===== config.mk =====
export PLATFORM = sky130hd
export DESIGN_NAME = mem_arbiter
export DESIGN_NICKNAME = d
export VERILOG_FILES = /design/src/rtl/mem_arbiter_pkg.sv /design/src/rtl/mem_arbiter_timer.sv /design/src/rtl/mem_arbiter.sv
export SDC_FILE = /design/constraint.sdc
export NUM_CORES = 1
export LEC_CHECK = 0
export CAP_MARGIN = 20
export CELL_PAD_IN_SITES_DETAIL_PLACEMENT = 0
export CELL_PAD_IN_SITES_GLOBAL_PLACEMENT = 1
export CORE_MARGIN = 5
export CORE_UTILIZATION = 46
export CTS_CLUSTER_SIZE = 16
export DETAILED_ROUTE_END_ITERATION = 7
export DONT_BUFFER_PORTS = 1
export MAX_ROUTING_LAYER = met4
export PLACE_DENSITY = 0.76
export SLEW_MARGIN = 5
export SYNTH_ARGS = -nofsm -noshare
export SYNTH_HDL_FRONTEND = slang
export SYNTH_SLANG_ARGS = --single-unit

===== constraint.sdc =====
create_clock -name clk_i -period 1.6 [get_ports clk_i]
set_clock_uncertainty 0.1 [all_clocks]
set_input_delay 0.32 -clock clk_i [delete_from_list [all_inputs] [get_ports clk_i]]
set_output_delay 0.32 -clock clk_i [all_outputs]
set_load 0.01 [all_outputs]

===== src/rtl/mem_arbiter_pkg.sv =====
// Shared types and grant selection for the fetch/data memory arbiter.
package mem_arbiter_pkg;

  localparam int unsigned DEF_AW      = 32;
  localparam int unsigned DEF_DW      = 32;
  localparam int unsigned DEF_TIMEOUT = 15;

  typedef enum logic [1:0] {
    ARB_IDLE   = 2'd0,
    ARB_ACCESS = 2'd1,
    ARB_DONE   = 2'd2
  } arb_state_e;

  typedef enum logic [1:0] {
    OWN_NONE = 2'd0,
    OWN_IF   = 2'd1,
    OWN_DM   = 2'd2
  } arb_owner_e;

  // On a tie the preferred port wins; otherwise whichever port is requesting.
  function automatic arb_owner_e pick_owner(input logic if_req, input logic dm_req,
                                            input logic if_preferred);
    arb_owner_e win;
    win = OWN_NONE;
    if (if_req && dm_req) win = if_preferred ? OWN_IF : OWN_DM;
    else if (dm_req)      win = OWN_DM;
    else if (if_req)      win = OWN_IF;
    return win;
  endfunction

endpackage


===== src/rtl/mem_arbiter_timer.sv =====
// Access watchdog: loadable up-counter with a registered terminal-count flag.
module mem_arbiter_timer
  import mem_arbiter_pkg::*;
#(
  parameter int unsigned TIMEOUT = DEF_TIMEOUT
) (
  input  logic clk_i,
  input  logic rst_i,
  input  logic clr_i,
  input  logic en_i,
  output logic tc_o
);

  localparam int unsigned CW = $clog2(TIMEOUT + 1);

  logic [CW-1:0] cnt_q, cnt_d;
  logic          tc_q, tc_d;

  // tc is precomputed from the next count so it is high while count == TIMEOUT-1.
  always_comb begin
    cnt_d = cnt_q;
    if (clr_i)     cnt_d = '0;
    else if (en_i) cnt_d = cnt_q + CW'(1);
    tc_d = (cnt_d == CW'(TIMEOUT - 1));
  end

  always_ff @(posedge clk_i or negedge rst_i) begin
    if (!rst_i) begin
      cnt_q <= '0;
      tc_q  <= 1'b0;
    end else begin
      cnt_q <= cnt_d;
      tc_q  <= tc_d;
    end
  end

  assign tc_o = tc_q;

endmodule


===== src/rtl/mem_arbiter.sv =====
// Shares one single-port memory between CPU fetch and data ports, with watchdog abort.
// Define ARB_ROUND_ROBIN_EN for round-robin ties; default is fixed data-over-fetch priority.
module mem_arbiter
  import mem_arbiter_pkg::*;
#(
  parameter int unsigned AW      = DEF_AW,
  parameter int unsigned DW      = DEF_DW,
  parameter int unsigned TIMEOUT = DEF_TIMEOUT
) (
  input  logic          clk_i,
  input  logic          rst_i,
  input  logic          if_req_i,
  input  logic [AW-1:0] if_addr_i,
  output logic          if_ack_o,
  output logic [DW-1:0] if_rdata_o,
  input  logic          dm_req_i,
  input  logic          dm_we_i,
  input  logic [AW-1:0] dm_addr_i,
  input  logic [DW-1:0] dm_wdata_i,
  output logic          dm_ack_o,
  output logic [DW-1:0] dm_rdata_o,
  output logic          mem_req_o,
  output logic          mem_we_o,
  output logic [AW-1:0] mem_addr_o,
  output logic [DW-1:0] mem_wdata_o,
  input  logic          mem_ack_i,
  input  logic [DW-1:0] mem_rdata_i,
  output logic          err_o,
  output logic          busy_o
);

  arb_state_e    state_q, state_d;
  arb_owner_e    owner_q, owner_d;
  arb_owner_e    grant_c;
  logic          mem_req_q, mem_req_d;
  logic          mem_we_q, mem_we_d;
  logic [AW-1:0] mem_addr_q, mem_addr_d;
  logic [DW-1:0] mem_wdata_q, mem_wdata_d;
  logic          if_ack_q, if_ack_d, dm_ack_q, dm_ack_d;
  logic [DW-1:0] if_rdata_q, if_rdata_d, dm_rdata_q, dm_rdata_d;
  logic [DW-1:0] done_data_c;
  logic          err_q, err_d, busy_q, busy_d;
  logic          tmr_clr_c, tmr_en_c, tmr_tc;
  logic          if_pref_c;

`ifdef ARB_ROUND_ROBIN_EN
  logic rr_if_first_q, rr_if_first_d;
  assign if_pref_c = rr_if_first_q;
`else
  assign if_pref_c = 1'b0;
`endif

  assign grant_c = pick_owner(if_req_i, dm_req_i, if_pref_c);

  mem_arbiter_timer #(.TIMEOUT(TIMEOUT)) u_timer (
    .clk_i (clk_i),
    .rst_i (rst_i),
    .clr_i (tmr_clr_c),
    .en_i  (tmr_en_c),
    .tc_o  (tmr_tc)
  );

  // Next-state and registered-output logic.
  always_comb begin
    state_d     = state_q;
    owner_d     = owner_q;
    mem_req_d   = mem_req_q;
    mem_we_d    = mem_we_q;
    mem_addr_d  = mem_addr_q;
    mem_wdata_d = mem_wdata_q;
    if_rdata_d  = if_rdata_q;
    dm_rdata_d  = dm_rdata_q;
    if_ack_d    = 1'b0;
    dm_ack_d    = 1'b0;
    err_d       = 1'b0;
    tmr_clr_c   = 1'b0;
    tmr_en_c    = 1'b0;
    done_data_c = mem_ack_i ? mem_rdata_i : '0;
`ifdef ARB_ROUND_ROBIN_EN
    rr_if_first_d = rr_if_first_q;
`endif
    case (state_q)
      ARB_IDLE: begin
        if (grant_c != OWN_NONE) begin
          state_d   = ARB_ACCESS;
          owner_d   = grant_c;
          mem_req_d = 1'b1;
          tmr_clr_c = 1'b1;
          if (grant_c == OWN_DM) begin
            mem_we_d    = dm_we_i;
            mem_addr_d  = dm_addr_i;
            mem_wdata_d = dm_wdata_i;
          end else begin
            mem_we_d    = 1'b0;
            mem_addr_d  = if_addr_i;
            mem_wdata_d = '0;
          end
`ifdef ARB_ROUND_ROBIN_EN
          rr_if_first_d = (grant_c == OWN_DM);
`endif
        end
      end
      ARB_ACCESS: begin
        tmr_en_c = 1'b1;
        // An ack in the terminal cycle still counts as a normal completion.
        if (mem_ack_i || tmr_tc) begin
          state_d   = ARB_DONE;
          mem_req_d = 1'b0;
          err_d     = !mem_ack_i;
          if (owner_q == OWN_IF) begin
            if_ack_d   = 1'b1;
            if_rdata_d = done_data_c;
          end else begin
            dm_ack_d   = 1'b1;
            dm_rdata_d = done_data_c;
          end
        end
      end
      ARB_DONE: begin
        state_d = ARB_IDLE;
        owner_d = OWN_NONE;
      end
      default: state_d = ARB_IDLE;
    endcase
    busy_d = (state_d != ARB_IDLE);
  end

  always_ff @(posedge clk_i or negedge rst_i) begin
    if (!rst_i) begin
      state_q     <= ARB_IDLE;
      owner_q     <= OWN_NONE;
      mem_req_q   <= 1'b0;
      mem_we_q    <= 1'b0;
      mem_addr_q  <= '0;
      mem_wdata_q <= '0;
      if_ack_q    <= 1'b0;
      dm_ack_q    <= 1'b0;
      if_rdata_q  <= '0;
      dm_rdata_q  <= '0;
      err_q       <= 1'b0;
      busy_q      <= 1'b0;
    end else begin
      state_q     <= state_d;
      owner_q     <= owner_d;
      mem_req_q   <= mem_req_d;
      mem_we_q    <= mem_we_d;
      mem_addr_q  <= mem_addr_d;
      mem_wdata_q <= mem_wdata_d;
      if_ack_q    <= if_ack_d;
      dm_ack_q    <= dm_ack_d;
      if_rdata_q  <= if_rdata_d;
      dm_rdata_q  <= dm_rdata_d;
      err_q       <= err_d;
      busy_q      <= busy_d;
    end
  end

`ifdef ARB_ROUND_ROBIN_EN
  always_ff @(posedge clk_i or negedge rst_i) begin
    if (!rst_i) rr_if_first_q <= 1'b1;
    else        rr_if_first_q <= rr_if_first_d;
  end
`endif

  assign mem_req_o   = mem_req_q;
  assign mem_we_o    = mem_we_q;
  assign mem_addr_o  = mem_addr_q;
  assign mem_wdata_o = mem_wdata_q;
  assign if_ack_o    = if_ack_q;
  assign dm_ack_o    = dm_ack_q;
  assign if_rdata_o  = if_rdata_q;
  assign dm_rdata_o  = dm_rdata_q;
  assign err_o       = err_q;
  assign busy_o      = busy_q;

endmodule


## After elaboration in Yosys (flattened, before gate mapping)

Index checks and enable logic that the tools add are counted.

- Word-level logic and storage cells: 64
- Bits in registers: 143
- Input port bits: 134

- $add $sub $neg: 1
- Reductions and logical operators: 13
- Equality and inequality tests: 7
- Bitwise gates (word level): 1
- Muxes and demuxes: 28

Operators with widths:

| operator | number |
|---|---|
| two-way mux 32 bit | 3 |
| two-way mux 1 bit | 15 |
| two-way mux 2 bit | 5 |
| AND reduction 3 bit | 3 |
| two-way mux 4 bit | 2 |
| case mux 2 bit (2 select lines) | 2 |
| nonzero test 2 bit | 4 |
| adder 4 x 1 -> 4 bit, second input constant | 1 |
| == test 2 x 1 -> 1 bit, second input constant | 2 |
| == test 2 bit, second input constant | 2 |
| == test 4 bit, second input constant | 1 |
| inequality test 2 bit, second input constant | 2 |
| AND reduction 2 bit | 2 |
| logical NOT 2 bit | 1 |
| case mux 1 bit (2 select lines) | 1 |
| logical AND 1 bit | 1 |
| logical NOT 1 bit | 1 |
| logical OR 1 bit | 1 |
| inverter 1 bit | 1 |

## Logic depth before layout (Yosys ltp)

- Word-level depth: 8
- Mapped depth: 6
- Depth with buffers taken out: 5

## By module

Synthesis repeated with hierarchy kept, for this count alone.

- Cells, all modules: 399
- Area, all modules: 5933.2 um^2

Modules (own cells, without submodules):

| module | area an instance (um^2) | instances | cells each |
|---|---|---|---|
| mem_arbiter | 5690.5 | 1 | 379 |
| mem_arbiter_timer | 242.7 | 1 | 20 |

## Least setup slack after synthesis

OpenSTA, ideal clock, no wires.

- Path kind: reg2reg
- From: register state_q[1]
- To: register dm_rdata_q[13], in the netlist dm_rdata_o[13]
- Data required time: 1.374 ns
- Arrival time: 1.203 ns
- Period minus slack after synthesis: 1.429 ns
- Cell stages (with the launch flop): 6
- Setup slack: 0.171 ns
- Cells stage by stage: dfrtp_1 -> nand2b_4 -> nor3_2 -> buf_4 -> buf_2 -> o21ai_0

- Cells in the longest elaborated chain, start to end: 2

RTL lines:

| what | line | RTL |
|---|---|---|
| start: declaration | mem_arbiter.sv:32 | `arb_state_e state_q, state_d;` |
| start signal: assignment | mem_arbiter.sv:143 | `state_q <= state_d;` |
| == test 2 x 1 -> 1 bit | mem_arbiter.sv:82 | `case (state_q)` |
| AND reduction 3 bit (no line) | n/a |  |
| end signal: assignment | mem_arbiter.sv:152 | `dm_rdata_q <= dm_rdata_d;` |
| end: declaration | mem_arbiter.sv:40 | `logic [DW-1:0] if_rdata_q, if_rdata_d, dm_rdata_q, dm_rdata_d;` |

Every way passes these cells.
A chain may end at the register's enable or synchronous reset.

## Final worst setup path

- From: register owner_q[0]
- To: register dm_rdata_q[16], in the netlist dm_rdata_o[16]

- Cells in the longest elaborated chain, start to end: 3

RTL lines:

| what | line | RTL |
|---|---|---|
| start: declaration | mem_arbiter.sv:33 | `arb_owner_e owner_q, owner_d;` |
| start signal: assignment | mem_arbiter.sv:144 | `owner_q <= owner_d;` |
| == test 2 x 1 -> 1 bit | mem_arbiter.sv:110 | `if (owner_q == OWN_IF) begin` |
| inverter 1 bit (no line) | n/a |  |
| AND reduction 3 bit (no line) | n/a |  |

Every way passes these cells.

==> summary by stage <==
Synthesis
The biggest area contributor in the post-synthesis netlist is dfrtp_1. The cell count after synthesis is 542. Sequential cells were found to cover 61.5% of the synthesized design area. The number of warnings printed during yosys synthesis is 0. In this run, synthesis inferred 0 flip-flops with an integrated enable. The number of nets in the synthesized netlist is 677. The flop and latch count out of synthesis is 143. By count the netlist is led by 143 x dfrtp_1, 68 x inv_1, 65 x nand3_1.

By area the synthesized netlist is led by dfrtp_1 62%, nand3_1 5.6%, mux2i_1 5.5%, a22o_1 5.1%, o21ai_1 4.5%. The number of distinct standard cells referenced by the synthesized netlist is 30. The share of Yosys cell area claimed by the top area cell type is 61.5%. Yosys instantiated no cell more often than dfrtp_1. Averaged over all synthesized cells, the footprint is 10.7 sq um. The most instantiated flip-flop cell in the synthesis netlist is dfrtp_1. Counting flops with an async set or reset pin after synthesis yields a share of 100%. Summing every instance area after synthesis gives 0.00582 sq mm.

Worst setup path
Data on the critical path is required at its endpoint by 1.82 ns. The type of the worst setup path is reg -> reg. The category of the worst setup path launch point is a register. The arrival time reported for the critical path endpoint is 1.81 ns.

The kind of end point of the critical path is a register. The critical path starts at owner_q[0]. In this run the worst path has a maximum fanout of 8. In this run the critical register-to-register path is launched from owner_q[0].

Clock network
After clock tree synthesis, the clock-pin slew on the worst setup and hold paths is 0.06 ns. The longest clock path from root to sink contains 2 buffers. TritonCTS built the clock tree.

Clock tree synthesis inserted a total of 17 buffers. The H-tree was split into 4 levels. The clock latency at the later pin of the worst-skew pair is 0.40 ns.

The clock root buffer is clkbuf_16. Counting every sink on the clock net gives 143.

Timing
At the pin with the least slew margin, the transition time is 0.266 ns. In this run the tightest slew margin relative to its limit is 82.2%. Final hold analysis gives a worst-case slack of -0.493 ns. The maximum operating frequency is 630 MHz. The count of pins over their slew limit is 0. The final count of negative-setup-slack endpoints is 0. The post-route worst setup slack is 0.0127 ns. The worst path uses 99.2% of the clock period. The smallest clock period supported by the final layout is computed as 1.59 ns. Setup repair after global routing could not meet its margin everywhere. The final count of hold timing violations was 207.

Final layout
The multi-input combinational cells in the finished layout cover a total of 0.00191 sq mm. The fraction of final layout cells sized beyond drive strength 1 is 14.4%. The flip-flop and latch area is 0.00358 sq mm. The area added between synthesis and finish is 30.9%. The filler-free cell count of the finished design is 792. Summing all non-filler instances in the final layout gives an area of 0.00762 sq mm. The count of fill cells added during filler insertion is 1,012.

The number of nets in the final layout is 742. The number of antenna diodes in the final layout is 0.

Floorplan
For this configuration, the core starts out at a cell density of 46.5%. The width of the die is 122 um. The initialized floorplan defines 41 standard-cell rows. The die area is 0.0150 sq mm. The number of placed I/O pins is 268. In this run the standard cell core region covers 0.0125 sq mm. Measured along the y axis, the die boundary spans 122 um.

Drt
The detailed router's first-iteration violation count is 364. The number of remaining DRC errors is 0. In this run the remaining antenna-violating nets after routing total 0. The iteration count of the initial detailed-routing pass is 4.

Using the TritonRoute via totals, the vias-per-cell ratio works out to 5.39. The number of vias after detailed routing is 4,269. Wires add up to 15.8 mm. The post-detailed-route wirelength per cell is 20.0 um.

Placement
The placed wire-length estimate after detailed placement is 9.08 mm. Buffers placed on the I/O ports in this run total 0. The count of placed standard cells including taps is 684. The post-placement cell area is 0.00597 sq mm. The worst slack at placement is 0.0105 ns. Routability-driven placement finished with a final weighted congestion of 0.785.

GRT
The via count of the first global-routing pass is 4,033. The overall track demand over capacity in global routing is 18.6%. The global-route wire length before repair is 21.2 mm.

Entering global routing, the biggest net connects 144 pins. The sum of overflow across all layers after global routing is 0. The number of antenna violations at the first check in global routing is 0.

Power and ir drop
The standby leakage power is 3.45 nW. For this design the ratio of total power to cell area is 1910 mW/mm^2. The maximum VDD drop is 0.000869 V.

Outcome
The final reports fail on hold timing. The flow ran to the end, but the final reports show violations.

Worst hold path
The worst hold path belongs to the class in -> async.

Run
The number of maximum-capacitance constraint violations is 0.
worst max-delay path, cell delays in order, from the launching register on:
cell       delay, ns
dfrtp_1         0.38
nor2b_4         0.13
buf_4           0.14
nor3_4          0.21
buf_12          0.19
clkbuf_16       0.17
nand3_1         0.09
o21ai_1         0.10
report_power, final:
| part | leakage [nW] | switching [mW] | internal (mW) |
|---|---|---|---|
| logic | 1.36 | 1.70 | 1.72 |
| clock network | 0.279 | 1.53 | 2.39 |
| registers | 1.81 | 2.01 | 5.21 |
cell type report:
type / count / share of cell area (%)
Sequential cell: 143 / 47.0
Multi-Input combinational cell: 292 / 25.0
Timing Repair Buffer: 85 / 14.0
Clock buffer: 20 / 6.00
Inverter: 68 / 3.35
Tap cell: 172 / 2.83
Clock inverter: 12 / 1.77
logic make-up after synthesis:
kind of cell | Yosys count | share of synthesized area, %
fa+ha+maj | 1 | 0.215
simple gates | 117 | 9.85
buf+inv | 107 | 8.11
compound gates | 142 | 14.8
flops | 143 | 61.5
mux | 32 | 5.51
through the flow:
stage | setup TNS [ns] | utilization, % | power [mW] | hold WS (ns)
4_1_cts | 0 | 55.5 | 14.0 | -0.508
6_report | 0 | 60.9 | 14.5 | -0.493
2_1_floorplan | 0 | - | 9.00 | -0.0756
5_1_grt | -0.810 | 60.9 | 15.4 | -0.522
3_5_place_dp | 0 | 47.7 | 9.96 | -0.0719
3_3_place_gp | 0 | 47.7 | 9.80 | -0.0721
final timing paths:
| check | to | slack [ns] | cells past startpoint |
|---|---|---|---|
| min in group clk_i | err_o | -0.12 | 1 |
| worst max register to register | dm_rdata_o[16] | 0.01 | 7 |
| worst min register to register | owner_q[1] | 0.44 | 1 |
| worst min-delay path | dm_rdata_o[5] | -0.49 | 0 |
| worst max-delay path | dm_rdata_o[16] | 0.01 | 7 |
| max in group asynchronous | dm_rdata_o[12] | 1.62 | 0 |
sequential cells by signal, indices dropped and copies added, names as in the netlist:
register / cells
owner_q: 2
if_ack_o: 1
err_o: 1
mem_addr_o: 32
state_q: 2
u_timer.tc_o: 1
mem_we_o: 1
dm_ack_o: 1
if_rdata_o: 32
mem_wdata_o: 32
mem_req_o: 1
u_timer.cnt_q: 4
dm_rdata_o: 32
busy_o: 1
timing repair:
action | in CTS | in global routing
pin swaps | 0 | 12
hold buffers | 38 | 23
buffers inserted | 0 | 4
gates resized for setup | 1 | 37
gates cloned | 0 | 12
endpoints found under the setup margin | 1 | 57
endpoints found under the hold margin | 244 | 208
per-layer routing:
layer,share of wire (%),wire (um),GRT usage [%]
met5,0,0,-
met4,1.4,224,5.60
met3,8.5,1350,7.19
met2,51,8160,29.8
met1,39,6120,21.9
placed cells by master, fill, tap and decap left out, types with 2 or more instances in the layout:
cell and count:
buf_12 7, buf_6 2, bufinv_16 2, clkinvlp_4 4, a22o_1 34, o21ai_1 55
nor2_1 4, dfrtp_1 142, clkbuf_8 2, nand2_1 36, o21ai_0 41, buf_4 5
inv_6 2, inv_1 68, nand3_1 46, clkbuf_16 26, dlygate4sd3_1 60, clkinv_4 2
nand3_2 19, clkinv_2 2, a21oi_1 3, mux2i_1 32, o21ai_2 5
Power figures use the tool's default switching activity.
